`config.mk`:
```
export PLATFORM = sky130hd
export DESIGN_NAME = sha1_stream
export DESIGN_NICKNAME = d
export VERILOG_FILES = /design/src/rtl/sha1_pkg.sv /design/src/rtl/sha1_round.sv /design/src/rtl/sha1_stream.sv
export SDC_FILE = /design/constraint.sdc
export NUM_CORES = 2
export LEC_CHECK = 0
export CAP_MARGIN = 20
export CORE_MARGIN = 1.5
export CORE_UTILIZATION = 29
export CTS_BUF_LIST = sky130_fd_sc_hd__clkbuf_16
export DETAILED_ROUTE_END_ITERATION = 16
export DONT_BUFFER_PORTS = 1
export SKIP_CTS_REPAIR_TIMING = 1
export SLEW_MARGIN = 20
export SYNTH_ARGS = -nofsm -noshare
export SYNTH_HDL_FRONTEND = slang
export SYNTH_HIERARCHICAL = 1
export SYNTH_SLANG_ARGS = --single-unit
```
`constraint.sdc`:
```
create_clock -name clk -period 7.5 [get_ports clk]
set_clock_uncertainty 0.2 [all_clocks]
set_input_delay 1.5 -clock clk [delete_from_list [all_inputs] [get_ports clk]]
set_output_delay 1.5 -clock clk [all_outputs]
set_load 0.05 [all_outputs]
```
`src/rtl/sha1_pkg.sv`:
```
`default_nettype none
// ============================================================================
// Module   : sha1_pkg
// Purpose  : SHA-1 constants, round helper functions and FSM state type.
// Revision : 1.0 - initial multi-block streaming release
// ============================================================================
package sha1_pkg;

    localparam logic [31:0] H0_INIT = 32'h67452301;
    localparam logic [31:0] H1_INIT = 32'hEFCDAB89;
    localparam logic [31:0] H2_INIT = 32'h98BADCFE;
    localparam logic [31:0] H3_INIT = 32'h10325476;
    localparam logic [31:0] H4_INIT = 32'hC3D2E1F0;
    localparam logic [159:0] IV_INIT = {H0_INIT, H1_INIT, H2_INIT, H3_INIT, H4_INIT};

    localparam logic [31:0] K0 = 32'h5A827999;
    localparam logic [31:0] K1 = 32'h6ED9EBA1;
    localparam logic [31:0] K2 = 32'h8F1BBCDC;
    localparam logic [31:0] K3 = 32'hCA62C1D6;

    typedef enum logic [1:0] {
        IDLE  = 2'd0,
        ROUND = 2'd1,
        FOLD  = 2'd2
    } sha1_state_t;

    function automatic logic [31:0] rotl(input logic [31:0] x, input logic [4:0] n);
        return (x << n) | (x >> (6'd32 - {1'b0, n}));
    endfunction

    function automatic logic [31:0] sha1_f(input logic [6:0] t, input logic [31:0] b,
                                           input logic [31:0] c, input logic [31:0] d);
        logic [31:0] f;
        if (t < 7'd20)      f = (b & c) | (~b & d);
        else if (t < 7'd40) f = b ^ c ^ d;
        else if (t < 7'd60) f = (b & c) | (b & d) | (c & d);
        else                f = b ^ c ^ d;
        return f;
    endfunction

    function automatic logic [31:0] sha1_k(input logic [6:0] t);
        logic [31:0] k;
        if (t < 7'd20)      k = K0;
        else if (t < 7'd40) k = K1;
        else if (t < 7'd60) k = K2;
        else                k = K3;
        return k;
    endfunction

endpackage
`default_nettype wire

```
`src/rtl/sha1_round.sv`:
```
`default_nettype none
// ============================================================================
// Module   : sha1_round
// Purpose  : One combinational SHA-1 round; chained UNROLL times by the top.
// Revision : 1.0 - initial multi-block streaming release
// ============================================================================
module sha1_round
    import sha1_pkg::*;
(
    input  logic [31:0] i_a,
    input  logic [31:0] i_b,
    input  logic [31:0] i_c,
    input  logic [31:0] i_d,
    input  logic [31:0] i_e,
    input  logic [31:0] i_w,
    input  logic [6:0]  i_t,
    output logic [31:0] o_a,
    output logic [31:0] o_b,
    output logic [31:0] o_c,
    output logic [31:0] o_d,
    output logic [31:0] o_e
);

    logic [31:0] w_temp;

    assign w_temp = rotl(i_a, 5'd5) + sha1_f(i_t, i_b, i_c, i_d) + i_e + sha1_k(i_t) + i_w;

    assign o_a = w_temp;
    assign o_b = i_a;
    assign o_c = rotl(i_b, 5'd30);
    assign o_d = i_c;
    assign o_e = i_d;

endmodule
`default_nettype wire

```
`src/rtl/sha1_stream.sv`:
```
`default_nettype none
// ============================================================================
// Module   : sha1_stream
// Purpose  : Multi-block SHA-1 engine, UNROLL rounds per clock, chained H.
// Revision : 1.0 - initial multi-block streaming release
// ============================================================================
module sha1_stream
    import sha1_pkg::*;
#(
    parameter int UNROLL = 1
) (
    input  logic         clk,
    input  logic         reset_n,
    input  logic         blk_valid,
    output logic         blk_ready,
    input  logic [511:0] blk_data,
    input  logic         blk_first,
    input  logic         blk_last,
    input  logic         abort,
    output logic [159:0] digest,
    output logic         digest_valid,
    output logic         busy,
    output logic [6:0]   round_idx
);

    if (!(UNROLL == 1 || UNROLL == 2 || UNROLL == 4)) begin : g_bad_unroll
        $error("sha1_stream: UNROLL must be 1, 2 or 4");
    end

    localparam logic [6:0] c_last_round = 7'(80 - UNROLL);
    localparam logic [6:0] c_step       = 7'(UNROLL);

    sha1_state_t  r_state;
    logic [31:0]  r_h [0:4];
    logic [159:0] r_abcde;
    logic [31:0]  r_w [0:15];
    logic         r_last;
    logic [6:0]   r_round_idx;
    logic         r_digest_valid;
    logic         r_blk_ready;
    logic         r_busy;

    // Window always holds W[round_idx .. round_idx+15]; extend it by UNROLL words.
    logic [31:0]  w_ext [0:15+UNROLL];
    logic [159:0] w_next_abcde;

    always_comb begin
        for (int j = 0; j < 16; j++) begin
            w_ext[j] = r_w[j];
        end
        for (int j = 16; j < 16 + UNROLL; j++) begin
            w_ext[j] = rotl(w_ext[j-3] ^ w_ext[j-8] ^ w_ext[j-14] ^ w_ext[j-16], 5'd1);
        end
    end

    for (genvar k = 0; k < UNROLL; k++) begin : g_round
        logic [159:0] w_in;
        logic [159:0] w_out;

        if (k == 0) begin : g_first
            assign w_in = r_abcde;
        end else begin : g_chain
            assign w_in = g_round[k-1].w_out;
        end

        sha1_round u_round (
            .i_a (w_in[159:128]),
            .i_b (w_in[127:96]),
            .i_c (w_in[95:64]),
            .i_d (w_in[63:32]),
            .i_e (w_in[31:0]),
            .i_w (r_w[k]),
            .i_t (r_round_idx + 7'(k)),
            .o_a (w_out[159:128]),
            .o_b (w_out[127:96]),
            .o_c (w_out[95:64]),
            .o_d (w_out[63:32]),
            .o_e (w_out[31:0])
        );

        if (k == UNROLL - 1) begin : g_last
            assign w_next_abcde = w_out;
        end
    end

    always_ff @(posedge clk or negedge reset_n) begin
        if (!reset_n) begin
            r_state        <= IDLE;
            r_abcde        <= '0;
            r_last         <= 1'b0;
            r_round_idx    <= '0;
            r_digest_valid <= 1'b0;
            r_blk_ready    <= 1'b1;
            r_busy         <= 1'b0;
            for (int i = 0; i < 5; i++)  r_h[i] <= IV_INIT[159-32*i -: 32];
            for (int i = 0; i < 16; i++) r_w[i] <= '0;
        end else if (abort) begin
            r_state        <= IDLE;
            r_round_idx    <= '0;
            r_digest_valid <= 1'b0;
            r_blk_ready    <= 1'b1;
            r_busy         <= 1'b0;
            for (int i = 0; i < 5; i++) r_h[i] <= IV_INIT[159-32*i -: 32];
        end else begin
            case (r_state)
                IDLE: begin
                    if (blk_valid) begin
                        if (blk_first) begin
                            for (int i = 0; i < 5; i++) r_h[i] <= IV_INIT[159-32*i -: 32];
                            r_abcde <= IV_INIT;
                        end else begin
                            r_abcde <= {r_h[0], r_h[1], r_h[2], r_h[3], r_h[4]};
                        end
                        for (int i = 0; i < 16; i++) r_w[i] <= blk_data[511-32*i -: 32];
                        r_last         <= blk_last;
                        r_round_idx    <= '0;
                        r_digest_valid <= 1'b0;
                        r_blk_ready    <= 1'b0;
                        r_busy         <= 1'b1;
                        r_state        <= ROUND;
                    end
                end
                ROUND: begin
                    r_abcde <= w_next_abcde;
                    for (int i = 0; i < 16; i++) r_w[i] <= w_ext[i+UNROLL];
                    r_round_idx <= r_round_idx + c_step;
                    if (r_round_idx == c_last_round) begin
                        r_state <= FOLD;
                    end
                end
                FOLD: begin
                    for (int i = 0; i < 5; i++) r_h[i] <= r_h[i] + r_abcde[159-32*i -: 32];
                    if (r_last) begin
                        r_digest_valid <= 1'b1;
                    end
                    r_round_idx <= '0;
                    r_blk_ready <= 1'b1;
                    r_busy      <= 1'b0;
                    r_state     <= IDLE;
                end
                default: begin
                    r_state     <= IDLE;
                    r_blk_ready <= 1'b1;
                    r_busy      <= 1'b0;
                end
            endcase
        end
    end

    assign blk_ready    = r_blk_ready;
    assign busy         = r_busy;
    assign digest       = {r_h[0], r_h[1], r_h[2], r_h[3], r_h[4]};
    assign digest_valid = r_digest_valid;
    assign round_idx    = r_round_idx;

endmodule
`default_nettype wire

```
* Word level (Yosys, flattened, before mapping)
Index checks and enable logic that the tools add are counted.
** Operators by class
- Bitwise gates (word level) :: 17
- Muxes and demuxes :: 29
- Reduce and logical (&&, ||, !) cells :: 11
- Order comparisons :: 3
- Equal/unequal tests :: 8
- Add/sub/neg operators :: 10
** Operators by type and width (number)
- $pmux W512 S2 :: 1
- $pmux W160 S2 :: 2
- $mux W512 :: 1
- $mux W160 :: 3
- $add A32 B32 Y32 :: 9
- $mux W32 :: 5
- $xor A32 B32 Y32 :: 5
- $and A32 B32 Y32 :: 4
- $or A32 B32 Y32 :: 3
- $not A32 Y32 :: 1
- $or A32 B1 Y32 :: 1
- $or A32 B30 Y32 :: 1
- $or A32 B5 Y32 :: 1
- $mux W31 :: 1
- $pmux W7 S3 :: 1
- $lt A7 B6 Y1 const B :: 2
- $mux W7 :: 2
- $ne A3 B3 Y1 const B :: 3
- $reduce_and A3 Y1 :: 3
- $reduce_and A2 Y1 :: 4
- $add A7 B1 Y7 const B :: 1
- $eq A7 B7 Y1 const B :: 1
- $lt A7 B5 Y1 const B :: 1
- $mux W1 :: 6
- 11 further kinds :: 16
** Word-level totals
- Word-level logic and storage cells :: 106
- Register bits after elaboration :: 845
- Output and inout bits :: 170

* Logic depth before layout (Yosys ltp)
- Depth after elaboration :: 11
- Gate-level depth with buffers :: 21
- Depth with buffers taken out :: 19

* Cells and area by module
Netlist, hierarchy kept.
** Modules (own cells, without submodules)
- sha1_stream :: area each 45237.1 um^2, cells an instance 5436, instances 1
- sha1_round :: area each 6860.3 um^2, cells an instance 867, instances 1

* Least setup slack after synthesis
Ideal clock, no wire load.
- Kind :: register to register
- Start point :: register r_round_idx[5], in the netlist round_idx[5]
- End point :: register r_abcde[159], in the netlist g_round[0].w_in[159]
- Stages on the path, launching flop included :: 19
- Clock period less this slack :: 5029 ps
- Data arrival time :: 4695 ps
- Library setup time :: 134 ps
- Setup slack :: 2471 ps
- Required time :: 7166 ps
- Cells stage by stage :: dfrtp_1 -> o21ai_0 -> or3_1 -> buf_2 -> nand2_1 -> inv_1 -> clkbuf_1 -> a221o_1 -> fa_1 -> fa_1 -> ha_1 -> nand4_1 -> a2111o_1 -> a21oi_1 -> o21ai_1 -> a31o_1 -> xnor2_1 -> a21oi_1 -> o21ai_0
** Between the ends
- Word-level cells in the longest chain between the ends :: 9
- Elaborated cells between the ends (all ways) :: 14
- Classes of those cells :: add/sub (4); order compare (3); mux (7)
** Ends and longest elaborated chain
- start: declaration :: line sha1_stream.sv:38 : logic [6:0] r_round_idx;
- start signal: assignment :: line sha1_stream.sv:126 : r_round_idx <= r_round_idx + c_step;
- $lt A7 B6 Y1 :: line sha1_pkg.sv:36, sha1_pkg.sv:45
- $mux W32 :: line sha1_pkg.sv:36 : else if (t < 7'd60) f = (b & c) | (b & d) | (c & d);
- $mux W32 :: line sha1_pkg.sv:35 : else if (t < 7'd40) f = b ^ c ^ d;
- $mux W32 :: line sha1_pkg.sv:34 : if (t < 7'd20) f = (b & c) | (~b & d);
- $add A32 B32 Y32 (2 in a row) :: line sha1_round.sv:26 : assign w_temp = rotl(i_a, 5'd5) + sha1_f(i_t, i_b, i_c, i_d) + i_e + sha1_k(i_t) + i_w;
- $add A32 B32 Y32 (*) (2 in a row) :: line sha1_round.sv:26
- via g_round[0].w_out[159] :: line sha1_stream.sv:58 : logic [159:0] w_out;
- $pmux W160 S2 (*) :: line sha1_stream.sv:105 : case (r_state)
- end signal: assignment :: line sha1_stream.sv:112 : r_abcde <= {r_h[0], r_h[1], r_h[2], r_h[3], r_h[4]};
- end signal: assignment :: line sha1_stream.sv:124 : r_abcde <= w_next_abcde;
- end: declaration :: line sha1_stream.sv:35 : logic [159:0] r_abcde;
Mark *: on every way through the listed nets, which the timed path passes. The rest lies on a longest branch.
A chain may end at the register's enable or synchronous reset.

* Final worst setup path
- Start point :: register r_round_idx[4], in the netlist round_idx[4]
- End point :: register r_abcde[159], in the netlist g_round[0].w_in[159]
The elaborated chain is that of the path after synthesis.

==> results.py <==
metrics = {
    "synth": {
        "synth_mux_area_share_pct": 0.761,
        "synth_top_family_by_area": "simple AND/OR/NAND/NOR gates",
        "syn_nets": 7139,
        "synth-compound-area-share_pct": 18.6,
        "synth-edff-count": 0,
        "ys_seq_elements": 845,
        "synth-seq-area-share_pct": 40.8,
        "synth_xor_area_share_pct": 4.52,
        "synth.distinct_cells": 84,
        "yosys.area_share.simple_pct": 19.4,
        "synth-main-ff-cell": "dfrtp_1",
        "synth_top_cell_by_area": "dfrtp_1",
        "async_flop_share_pct": 100,
        "syn_area_mm2": 0.0521,
        "synth_area_leaders": "dfrtp_1 37%, nand2_1 9.6%, a31oi_1 6.0%, nor2_1 5.1%, ha_1 4.8%",
        "yosys.area.top_type_share_pct": 36.7,
        "synthCells": 6303,
        "avgSynthCellArea_um2": 8.27,
        "synth_warnings": 6,
        "synthAdderAreaFrac_pct": 9.32,
    },
    "drt": {
        "wl_per_cell_um": 26.6,
        "finalWirelength_um": 225000,
        "final_antenna_net_count": 0,
        "routed-via-count": 44310,
        "drt_iter0_markers": 4223,
        "drcViolationCount": 0,
        "firstDrtPassIters": 6,
        "routed_via_density": 5.26,
    },
    "cells_and_area": {
        "fin_nets": 6797,
        "final_cell_mix": "1337 x nand2_1, 764 x dfrtp_1, 712 x nor2_1",
        "seqCellArea_mm2": 0.0212,
        "multi_input_area_mm2": 0.0275,
        "final_util_pct": 32.0,
        "design_area_mm2": 0.0570,
        "syn2layout_area_growth_pct": 9.46,
        "nFillCells": 18912,
        "final_common_cell": "nand2_1",
        "drive_above_1_share_pct": 5.75,
    },
    "critical_path": {
        "crit_fanout": 9,
        "reg2reg_depth": 16,
        "ff2ff_setup_slack_ns": 1.72,
        "cp_num_buf_inv": 2,
        "cpLargestDelayFamily": "compound AO/OA/AOI/OAI gates",
        "slowest_delay_ns": 0.74,
        "crit_chain": "o21ai_0 -> nor2b_1 -> nand2_1 -> inv_1 -> fa_1 -> fa_1 -> inv_1 -> ha_1 -> nand4_1 -> a2111o_1 -> a21oi_1 -> o21ai_1 -> a31o_1 -> xnor2_1 -> a21oi_1 -> o21ai_0",
        "r2r-start": "round_idx[4]",
        "start_kind": "flop",
        "path_class": "flop to flop",
        "required_ns": 7.88,
        "crit_path_end_kind": "flop",
        "r2r-end": "g_round[0].w_in[159]",
        "cpMaxStageDelayCell": "nor2b_1",
        "cp.arrival_ns": 6.16,
        "crit_cells": 16,
        "endpoint": "g_round[0].w_in[159]",
        "critPathLaunch": "round_idx[4]",
    },
    "clocking": {
        "clk_pin_slew_worst_paths_ns": 0.06,
        "cts_buffer_depth": 3,
        "root_buffer": "clkbuf_16",
        "clk_latency_ns": 0.78,
        "cts_tree": "built",
        "cts_buffers": 102,
        "cts_max_level": 3,
        "cts.sinks": 845,
    },
    "floorplan": {
        "fp-row-count": 155,
        "initial_utilization_pct": 29.2,
        "io_pins": 688,
        "core_area_mm2": 0.178,
        "die_area_mm2": 0.182,
        "die_y_um": 427,
        "dieWidth_um": 427,
    },
    "pwr": {
        "power_density_mw_per_mm2": 343,
        "vdd_drop_max_uv": 245,
        "leakage_uw": 0.0245,
    },
    "grt": {
        "grt-ovfl-total": 0,
        "grt_max_degree": 220,
        "grt_pass1_vias": 42990,
        "grtUsageTotal_pct": 24.1,
        "antenna_found_initial": 35,
        "grt_pass1_wl_um": 315000,
    },
    "timing": {
        "rsz0062_at_grt": "no",
        "fin_setup_tns_ns": 0,
        "setup_ws_ns": 1.72,
        "slew_headroom_pct": 28.7,
        "hold_ws_ns": 0.230,
        "fin_crit_ns": 5.78,
        "hold_viol": 0,
        "period_share_pct": 77.1,
        "fmax_mhz": 173,
        "setup_violations": 0,
        "maxSlewViolCount": 0,
        "tightest_slew_ns": 1.07,
    },
    "placement": {
        "place_congestion": 0.960,
        "place_ws_ns": 1.71,
        "dp_hpwl_um": 175000,
        "io_buffers": 0,
        "dpl_cell_area_mm2": 0.0535,
    },
    "hold_path": {
        "worstHoldPathType": "input pin to async pin",
    },
    "run": {
        "cap_violations": 0,
    },
    "run_status": {
        "status": "complete, no violations",
    },
}
==> synthesized netlist by cell type (all sizes together), types with 34 or more instances <==
cell type / count
buf: 153
a21oi: 356
nor2: 713
nand2: 1337
clkbuf: 363
nor3b: 83
o21ai: 456
nand3: 44
mux2i: 34
xnor2: 193
fa: 117
a21o: 90
dfrtp: 764
inv: 269
or3: 91
ha: 201
dfstp: 81
a31oi: 502
xor2: 76
==> worst min-delay path by stage <==
stage / endpoint / slack [ns] / cells past startpoint
final: digest[147] / 0.23 / 0
after global routing: digest[147] / 0.17 / 0
after CTS: digest[147] / 0.15 / 0
after detailed placement: r_w[11] / 0.27 / 2
after global placement: r_w[9] / 0.26 / 2
after floorplan: r_w[0] / 0.25 / 2
==> area by class of cell <==
| cell class | count | area share (%) |
|---|---|---|
| diodes | 25 | 0.110 |
| repair buffers | 70 | 1.35 |
| inverters | 269 | 1.77 |
| well taps | 2355 | 5.17 |
| multi-input cells | 4673 | 48.2 |
| clock inverters | 90 | 1.61 |
| flip-flops and latches | 845 | 37.3 |
| clock buffers | 103 | 4.52 |
==> sequential cells by signal, indices dropped and copies added, names as in the netlist <==
register and count:
r_last 1, digest 160, busy 1, r_state 2
blk_ready 1, round_idx 7, r_w 512, digest_valid 1
g_round.w_in 160
==> cells by family (layout without fill, tap and decap cells) <==
group | count (synthesis) | after routing
XOR/XNOR | 269 | 269
buffers and inverters | 785 | 532
flip-flops | 845 | 845
multiplexers | 39 | 39
adder cells (fa/ha/maj) | 318 | 318
other | 0 | 25
AO/OA/AOI/OAI | 1621 | 1621
AND/OR/NAND/NOR | 2426 | 2426
==> through the flow <==
step,total power [uW],std cells
2_1_floorplan,11700,6303
3_5_place_dp,14300,8212
6_report,19500,8430
5_1_grt,20800,8426
3_3_place_gp,14400,8211
4_1_cts,19700,8405
==> layer usage <==
layer | track usage (%) | share of wire (%) | wire length, um
met4 | 12.6 | 5.9 | 13200
met3 | 5.90 | 7.3 | 16300
met1 | 27.5 | 38 | 84400
met5 | 0 | 0.034 | 76
met2 | 41.5 | 49 | 111000
==> where the power goes <==
group          internal (uW)  total (uW)  switching (uW)
sequential              5190        6200            1010
clock                   3000        5270            2270
combinational           3090        8060            4980
No activity file was read; power rests on OpenSTA's default activity.
